[config.mk]
export PLATFORM = sky130hd
export DESIGN_NAME = ssd_scan_ctrl
export DESIGN_NICKNAME = d
export VERILOG_FILES = /design/src/rtl/ssd_scan_ctrl.sv
export SDC_FILE = /design/constraint.sdc
export NUM_CORES = 1
export LEC_CHECK = 0
export CORE_MARGIN = 2
export CORE_UTILIZATION = 40
export DETAILED_ROUTE_END_ITERATION = 8
export SYNTH_ARGS = -nofsm -noshare
export SYNTH_HDL_FRONTEND = slang
export SYNTH_SLANG_ARGS = --single-unit
[constraint.sdc]
create_clock -name orig_clk -period 4.7 [get_ports orig_clk]
set_input_delay 0.94 -clock orig_clk [delete_from_list [all_inputs] [get_ports orig_clk]]
set_output_delay 0.94 -clock orig_clk [all_outputs]
set_load 0.05 [all_outputs]
[src/rtl/ssd_scan_ctrl.sv]
`default_nettype none
// ============================================================================
// Module      : ssd_scan_ctrl
// Description : Four-digit segment-bus scanner. It uses active-low segments and
//               enables, inserts a blanking gap between digits, and applies
//               pattern updates only on frame boundaries.
// Revision    : 1.0 - initial release
// ============================================================================
module ssd_scan_ctrl #(
    parameter int SCAN_DIV  = 50000,
    parameter int BLANK_CYC = 1000
) (
    input  logic        orig_clk,
    input  logic        rst,
    input  logic [14:0] ssd_in0,
    input  logic [14:0] ssd_in1,
    input  logic [14:0] ssd_in2,
    input  logic [14:0] ssd_in3,
    input  logic        upd_valid,
    output logic        upd_ready,
    input  logic        blank_all,
    output logic [14:0] D_ssd,
    output logic [3:0]  d_en,
    output logic        frame_tick
);

    localparam int              C_CW      = (SCAN_DIV > 1) ? $clog2(SCAN_DIV) : 1;
    localparam logic [C_CW-1:0] C_CNT_MAX = C_CW'(SCAN_DIV - 1);
    localparam logic [C_CW-1:0] C_BLANK   = C_CW'(BLANK_CYC);
    localparam logic [C_CW-1:0] C_ONE     = C_CW'(1);
    localparam logic [14:0]     C_DARK    = 15'h7FFF;

    typedef enum logic [0:0] {
        ST_BLANK = 1'b0,
        ST_DRIVE = 1'b1
    } state_t;

    state_t          r_state;
    logic [C_CW-1:0] r_cnt;
    logic [1:0]      r_dig;
    logic [14:0]     r_active [4];
    logic [14:0]     r_shadow [4];
    logic            r_pending;
    logic            r_ready;
    logic [14:0]     r_d_ssd;
    logic [3:0]      r_d_en;
    logic            r_frame_tick;

    logic            w_slot_end;
    logic            w_frame_end;
    logic [C_CW-1:0] w_cnt_nxt;
    logic [1:0]      w_dig_nxt;
    logic            w_capture;
    logic            w_commit;
    state_t          w_state_nxt;
    logic [14:0]     w_pattern;
    logic [14:0]     w_d_ssd_nxt;
    logic [3:0]      w_d_en_nxt;

    assign w_slot_end  = (r_cnt == C_CNT_MAX);
    assign w_frame_end = w_slot_end && (r_dig == 2'd3);
    assign w_cnt_nxt   = w_slot_end ? '0 : (r_cnt + C_ONE);
    assign w_dig_nxt   = w_slot_end ? (r_dig + 2'd1) : r_dig;
    assign w_capture   = upd_valid && r_ready;
    assign w_commit    = w_frame_end && r_pending;

    // Outputs are registered from next-cycle counter values so that the bus
    // lines up with cnt/dig in the same cycle.
    always_comb begin
        w_state_nxt = r_state;
        case (r_state)
            ST_BLANK: if (w_cnt_nxt >= C_BLANK) w_state_nxt = ST_DRIVE;
            ST_DRIVE: if (w_cnt_nxt <  C_BLANK) w_state_nxt = ST_BLANK;
            default:  w_state_nxt = ST_BLANK;
        endcase
    end

    // A committing edge must already show the new frame's data.
    assign w_pattern = w_commit ? r_shadow[w_dig_nxt] : r_active[w_dig_nxt];

    always_comb begin
        w_d_ssd_nxt = C_DARK;
        w_d_en_nxt  = 4'b1111;
        if (!blank_all && (w_state_nxt == ST_DRIVE)) begin
            w_d_ssd_nxt = w_pattern;
            w_d_en_nxt  = ~(4'b0001 << w_dig_nxt);
        end
    end

    always_ff @(posedge orig_clk) begin
        if (rst) begin
            r_state      <= ST_BLANK;
            r_cnt        <= '0;
            r_dig        <= 2'd0;
            r_pending    <= 1'b0;
            r_ready      <= 1'b1;
            r_d_ssd      <= C_DARK;
            r_d_en       <= 4'b1111;
            r_frame_tick <= 1'b0;
            for (int i = 0; i < 4; i++) begin
                r_active[i] <= C_DARK;
                r_shadow[i] <= C_DARK;
            end
        end else begin
            r_state      <= w_state_nxt;
            r_cnt        <= w_cnt_nxt;
            r_dig        <= w_dig_nxt;
            r_d_ssd      <= w_d_ssd_nxt;
            r_d_en       <= w_d_en_nxt;
            r_frame_tick <= w_frame_end;
            // Ready implies nothing is pending, so capture and commit never coincide.
            if (w_capture) begin
                r_shadow[0] <= ssd_in0;
                r_shadow[1] <= ssd_in1;
                r_shadow[2] <= ssd_in2;
                r_shadow[3] <= ssd_in3;
                r_pending   <= 1'b1;
                r_ready     <= 1'b0;
            end else if (w_commit) begin
                for (int i = 0; i < 4; i++) begin
                    r_active[i] <= r_shadow[i];
                end
                r_pending <= 1'b0;
                r_ready   <= 1'b1;
            end
        end
    end

    assign upd_ready  = r_ready;
    assign D_ssd      = r_d_ssd;
    assign d_en       = r_d_en;
    assign frame_tick = r_frame_tick;

endmodule
`default_nettype wire

After elaboration in Yosys (flattened, before gate mapping):

Memory sizes are Yosys's and may differ from the RTL's. A register that Yosys moved wholly into a read port is not among the register bits.
Cells that the tools add are included.

* register bits after elaboration: 26
* memory bits (writable): 120
* bits of input ports: 64
* output and inout port bits: 21
* logic and storage cells: 60
* memories: 2

* add/sub/neg operators: 2
* magnitude comparators: 2
* equality and inequality tests: 2
* shifts and indexed selects: 1
* multiplexer cells: 26
* bitwise gates (word level): 11
* reduce and logical (&&, ||, !) cells: 7

Memory list
* r_active: words 4, bits a word 15, rd ports 1, clocked after Yosys merged registers in 1, write ports 4, line 41 `logic [14:0] r_active [4];`
* r_shadow: words 4, bits a word 15, rd ports 4, clocked after Yosys merged registers in 0, write ports 4, line 42 `logic [14:0] r_shadow [4];`

Operators with widths (number)
* 2-to-1 mux 15 bit: 8
* adder 16 x 1 -> 16 bit (second input constant): 1
* == test 16 bit (second input constant): 1
* greater-or-equal comparator 16 x 10 -> 1 bit (second input constant): 1
* < comparator 16 x 10 -> 1 bit (second input constant): 1
* 2-to-1 mux 16 bit: 1
* 2-to-1 mux 1 bit: 15
* bitwise OR 1 bit: 8
* logical AND 1 bit: 4
* inverter 4 bit: 1
* left shift 1 x 2 -> 4 bit (first input constant): 1
* adder 2 x 1 -> 2 bit (second input constant): 1
* == test 2 bit (second input constant): 1
* 2-to-1 mux 2 bit: 1
* inverter 1 bit: 2
* case mux 1 bit (2 select lines): 1
* nonzero test 2 bit: 1
* OR reduction 2 bit: 1
* zero test 1 bit: 1

Longest topological paths before layout:

Gate-level depths: netlist of the first run.

* depth after elaboration: 8
* gate-level depth with buffers: 9
* gate-level depth less buffers: 6

Least setup slack after synthesis of the first run:

OpenSTA, ideal clock, no wires.

* path kind: input-to-reg
* start point: in upd_valid
* end point: mem r_shadow[0][0] (enable)
* library setup time: 0.664 ns
* arrival time: 2.350 ns
* data required time: 4.036 ns
* path slack: 1.686 ns
* stages on the path: 3
* path buffers: 1
* cell sequence: nand2_1 > clkbuf_1 > nand2_1

RTL lines
* start: declaration: line 19 `input logic upd_valid,`
* end: declaration: line 42

==> metrics.cfg, run 1 <==
[clocking]
cts_setup_buffers = 0
cts.path.max_buffers = 2
cts_buffers = 17
clockRootBuffer = clkbuf_16
cts_tree = built
htreeDepth = 4
cts.sink_count = 160
cts.hold.buffers_added = 0
clkTransAtPathRegs_ns = 0.06
clkLatencyLatePin_ns = 0.42
cts_resized = 0

[setup_path]
cp_max_fo = 44
required_ns = 4.86
crit_type = reg2reg
setup.worst_path.end_class = flip-flop
crit_arrival_ns = 3.54
worst_path_max_delay_cell = nand4b_4
endpoint = r_active[2][6]
rrSetupSlack_ns = 1.32
reg2reg_from = r_cnt[0]
max_stage_delay_ns = 0.49
startpoint_type = flip-flop
crit_start = r_cnt[0]
r2r_end = r_active[2][6]
r2r_cells = 7
crit_chain = ha_1, and4_1, nand4b_4, nor2_2, nand4_1, buf_4, or2_1

[logic_synthesis]
ys_seq_area_share_pct = 60.5
yosys_warnings = 0
netlist_instances = 512
ys_types = 56
avgSynthCellArea_um2 = 14.2
synth_fp_nets = 578
synth_seq_cells = 160
syn_area_um2 = 7270

[cells_and_area]
fin_util_pct = 49.2
finalNetCount = 642
num_antenna_cells = 0
multi_input_area_um2 = 2610
area_growth_pct = 21.1
fillers = 1543
drive_gt1_share_pct = 16.3
final-instance-count-excl-fill = 817
seqCellArea_um2 = 4410

[global_routing]
first_global_vias = 4129
grt_overflow = 0
grt_max_degree = 72
grt_use_total_pct = 14.4
antenna_found_initial = 0
grt_pass1_wl_um = 21900

[placed_design]
gp_congestion = 0.838
hpwl_um = 9030
dp_cells = 786
port_buffers = 84

[timing]
report.final.setup_viol = 0
worst_pin_slew_ns = 0.932
drv_slew = 0
rsz0062_at_grt = false
post-route-min-period_ns = 3.38
hold_slack_ns = 0.496
slew_headroom_pct = 37.8
max_freq_mhz = 296
tns_ns = 0
hold_viol = 0
fin_crit_sh_pct = 71.9
finClkSkew_ns = 0.0102

[drt]
wl_met3_um = 530
finalWirelength_um = 13100
met1Wirelength_um = 6310
ant_nets = 0
drc = 0
routedWlPerCell_um = 16.1
drt_iter0_drc = 183
viasPerCell = 5.12
vias = 4180
dr_wl_met2_um = 6090
firstDrtPassIters = 4
highest_layer = met4

[die]
rows = 49
die_w_um = 139
io-pin-count = 85
die_area_um2 = 19300
die_y_um = 139
core_area_um2 = 17900
initial_utilization_pct = 40.6

[worst_hold_path]
hp-class = reg2reg
hold_depth = 1

[power]
powerDensity_nw_per_um2 = 355
leakage_nw = 2.82
ir_drop_v = 0.000222
power.total_mw = 3.12

[status]
status = completed

[run]
maxCapViolations = 0

==> worst max-delay path, delay by kind of cell (launching register included) <==
kind / cells / cell delay, ns
adder cells (fa/ha/maj): 1 / 0.34
AND/OR/NAND/NOR: 5 / 1.90
buffers and inverters: 1 / 0.43
flip-flops: 1 / 0.44
==> through the flow <==
step / cell area [um2] / worst slack, ns
detailed placement: 8220 / 1.32
finish: 8810 / 1.32
floorplan: 7270 / 1.69
CTS: 8810 / 1.29
global route: 8810 / 1.02
global placement: 8220 / 1.44
==> layout by cell type (no fill, tap or decap), drive strengths merged, types with 8 or more instances in the layout <==
cell | synthesis | routed
o31ai | 23 | 23
dfxtp | 40 | 40
nor2 | 19 | 19
or3 | 62 | 62
mux2i | 16 | 16
mux4 | 30 | 30
clkdlybuf4s50 | 0 | 83
nand2 | 13 | 13
clkbuf | 24 | 18
xnor2 | 10 | 10
buf | 22 | 8
edfxtp | 120 | 120
or2 | 61 | 61
==> logic make-up after synthesis <==
group	Yosys count	synth area share [%]
AOI/OAI and AO/OA	44	5.42
xor gates and xnor gates	15	1.81
adders and majority gates	2	0.344
buffers and inverters	50	3.65
DFF	160	60.5
muxes	46	11.5
and+or+nand+nor	195	16.8
==> per-layer routing <==
metal	vias to the layer above	track usage (%)
met5	-	0
met4	0	5.42
met3	15	3.35
met2	92	22.0
met1	2000	20.1
li1	2073	-
==> state kept, by name (all words and copies together) (netlist names) <==
register / flops
r_cnt: 16
r_pending: 1
d_en: 4
D_ssd: 15
frame_tick: 1
upd_ready: 1
r_active: 60
r_dig: 2
r_shadow: 60
==> power by group <==
group	switching, mW	total (mW)	internal (mW)	leakage, nW
Combinational	0.0656	0.149	0.0837	1.13
Sequential	0.0253	1.60	1.57	1.42
Clock	0.544	1.38	0.833	0.277
==> cell usage after synthesis (all sizes together) <==
cell type  instances  share of area (%)
a31o               3               0.36
mux4              30                9.3
ha                 2               0.34
and3               4               0.34
nor2b              1              0.086
o211ai             1               0.10
and4               1               0.12
and4b              2               0.28
o22ai              1              0.086
nor3               4               0.28
nor2              19                1.0
nand2             13               0.67
or3               62                5.3
mux2i             16                2.2
o311ai             1               0.12
xnor2             10                1.2
a21o               1               0.10
dfxtp             40                 11
and2               2               0.17
nor4               4               0.64
xor2               5               0.60
a21oi              4               0.48
o21ai              4               0.28
inv                4               0.21
buf               22                2.2
or4                2               0.26
edfxtp           120                 50
o31ai             23                3.1
nand3b             1               0.10
nand4              7               0.69
a22oi              1               0.10
nand4b             2               0.45
and4bb             2               0.34
or2               61                5.2
clkbuf            24                1.2
a21boi             1               0.10
nand3              7               0.65
o2111a             1               0.17
o211a              1               0.14
nand2b             1              0.086
a311oi             2               0.24
==> worst min-delay path by stage <==
stage | start | endpoint | slack, ns
6_report | r_shadow[1][9] | r_active[1][9] | 0.50
5_1_grt | r_shadow[2][14] | r_active[2][14] | 0.51
4_1_cts | r_shadow[2][14] | r_active[2][14] | 0.50
3_5_place_dp | r_shadow[0][1] | r_active[0][1] | 0.48
3_3_place_gp | r_pending | r_pending | 0.46
2_1_floorplan | r_pending | r_pending | 0.45
==> cell type report <==
type,count,area share (%)
repair buffers,91,10.2
clock buffers,18,4.87
clock inverters,13,1.83
flip-flops and latches,160,50.0
well taps,229,3.25
inverters,4,0.171
multi-input cells,302,29.6
(Power assumes the default switching activity.)
==> run 2: changes to the inputs <==
clock period = 2.84 ns   (was 4.7 ns; I/O delays follow)
==> run 2 against run 1 <==
  * First-iteration DRC count increased by 45%
  * Flip-flop and latch count unchanged
  * Fmax up 39%
  * Total power grew 63%
  * Global-route usage increased by 0.17 points
  * Combinational power increased by 70%
  * Clock power is 58% higher
  * Die area unchanged
  * Sequential share of layout area is 0.21 points lower
  * Worst hold slack worse by 0.0035 ns
  * Clock skew rose by 0.0042 ns
  * Setup slack got worse by 0.92 ns
  * Critical path type unchanged
  * Largest cell class unchanged
  * Highest routed layer unchanged
==> metrics.cfg, run 2 (synthesized netlist as in run 1, its figures left out) <==
[status]
status = completed

[drt]
drt_iter0_drc = 266  ; +45%
drc = 0  ; unchanged
routedWlPerCell_um = 16.3  ; +1.2%
firstDrtPassIters = 4  ; unchanged
ant_nets = 0  ; unchanged
viasPerCell = 5.15  ; +0.74%
finalWirelength_um = 13400  ; +2.0%
vias = 4247  ; +1.6%

[cells_and_area]
area_growth_pct = 21.6
num_antenna_cells = 0  ; unchanged
drive_gt1_share_pct = 17.1  ; +0.82 points
final_cell_mix = edfxtp_1, clkdlybuf4s50_1, or3_1
finalNetCount = 648  ; +0.93%
final_common_cell = edfxtp_1
design_area_um2 = 8840  ; +0.41%
reg_top3 = r_active x60, r_shadow x60, r_cnt x16

[timing]
hold_viol = 0  ; unchanged
hold_slack_ns = 0.493  ; -0.00348 ns
tns_ns = 0  ; unchanged
max_freq_mhz = 411  ; +39%
worst_pin_slew_ns = 0.660  ; -0.272 ns
rsz0062_at_grt = false
finalWorstSetupSlack_ns = 0.406  ; -0.917 ns
drv_slew = 0  ; unchanged
report.final.setup_viol = 0  ; unchanged
finClkSkew_ns = 0.0144  ; +0.00423 ns
slew_headroom_pct = 55.9  ; +18 points
post-route-min-period_ns = 2.43  ; -0.943 ns
fin_crit_sh_pct = 85.7  ; +14 points

[clocking]
cts_buffers = 17  ; unchanged
htreeDepth = 4  ; unchanged
cts_setup_buffers = 0  ; unchanged
clkTransAtPathRegs_ns = 0.06  ; about the same
cts_tree = built
cts_resized = 0  ; unchanged
clkLatencyLatePin_ns = 0.42  ; about the same
cts.hold.buffers_added = 0  ; unchanged
cts.sink_count = 160  ; unchanged
cts.path.max_buffers = 2  ; unchanged
clockRootBuffer = clkbuf_16

[power]
clock_power_share_pct = 43.0  ; -1.1 points
p_int_mw = 4.04  ; +62%
p_sw_share_pct = 20.5  ; +0.21 points
seqPwrFrac_pct = 52.0  ; +0.9 points
share_comb_of_total_power_pct = 5.0  ; +0.2 points
powerDensity_nw_per_um2 = 575  ; +62%
p_sw_mw = 1.04  ; +64%
ir_drop_v = 0.000335  ; +51%
power.total_mw = 5.08  ; +63%
leakage_nw = 2.84  ; +0.92%

[die]
die_y_um = 139  ; unchanged
io-pin-count = 85  ; unchanged
rows = 49  ; unchanged
initial_utilization_pct = 40.6  ; unchanged
core_area_um2 = 17900  ; unchanged
die_w_um = 139  ; unchanged
die_area_um2 = 19300  ; unchanged

[setup_path]
required_ns = 3.11  ; -1.75 ns
crit_chain = ha_1, and4_1, nand4b_4, buf_4, nand2_1, a21oi_4, o31ai_1
crit_start = r_cnt[0]
cp_max_fo = 24  ; -45%
worst_path_max_delay_cell = a21oi_4
reg2reg_from = r_cnt[0]
setup.worst_path.end_class = flip-flop
crit_arrival_ns = 2.70  ; -0.84 ns
max_stage_delay_ns = 0.55  ; +0.06 ns
crit_type = reg2reg
startpoint_type = flip-flop

[run]
maxCapViolations = 0  ; unchanged

[worst_hold_path]
hp-class = reg2reg
hold_start = r_shadow[3][5]

[placed_design]
hpwl_um = 9410  ; +4.2%
port_buffers = 84  ; unchanged
gp_congestion = 0.799  ; -4.6%
post-place-ws_ns = 0.391  ; -0.925 ns
placed_area_um2 = 8270  ; +0.70%

[global_routing]
antenna_found_initial = 0  ; unchanged
grt_use_total_pct = 14.5  ; +0.17 points
grt_max_degree = 61  ; -15%
grt_overflow = 0  ; unchanged
grt_pass1_wl_um = 22000  ; +0.63%
first_global_vias = 4245  ; +2.8%

[run 2: cell types whose count changed in the layout (fill, tap and decap cells not counted), sizes merged]
| cell | before | now |
|---|---|---|
| bufinv | 3 | 2 |
| buf | 8 | 14 |
| clkinv | 3 | 4 |
| clkbuf | 18 | 19 |
[run 2: worst max-delay path, delay by kind of cell (launching register included)]
kind	cells	cell delay, ns
AOI/OAI and AO/OA	2	0.72
and+or+nand+nor	3	0.55
DFF	1	0.36
buffers and inverters	1	0.35
adders and majority gates	1	0.31
[run 2: area by class of cell]
cell class              instances  area (um2)
clock inverters                13         136
inverters                       4        15.0
multi-input cells             302        2610
repair buffers                 97         958
clock buffers                  19         433
well taps                     229         287
flip-flops and latches        160        4410
fillers                      1539        9060
[run 2: final timing paths]
path,endpoint,slack (ns),cells past startpoint
setup / recovery,D_ssd[2],0.41,7
setup reg to reg,D_ssd[2],0.41,7
hold reg to reg,r_active[3][5],0.49,1
hold / removal,r_active[3][5],0.49,1
[run 2: power by group through the flow]
stage | clock network [mW] | registers (mW) | logic [mW]
2_1_floorplan | 0 | 2.68 | 0.129
3_3_place_gp | 0 | 2.69 | 0.252
3_5_place_dp | 0 | 2.69 | 0.256
4_1_cts | 2.23 | 2.64 | 0.257
5_1_grt | 2.32 | 2.65 | 0.278
6_report | 2.18 | 2.64 | 0.254
[run 2: per-layer routing]
metal  vias up  wire (um)  global-route usage [%]
met4         0        281                    6.54
met2       104       6060                    21.7
met1      2042       6520                    20.7
met5         -          0                       0
met3        18        545                    2.97
li1       2083          -                       -
[run 2: through the flow]
stage               instances  util, %
floorplan                 512        -
global placement          792     46.2
detailed placement        792     46.2
CTS                       824     49.4
global route              824     49.4
finish                    824     49.4
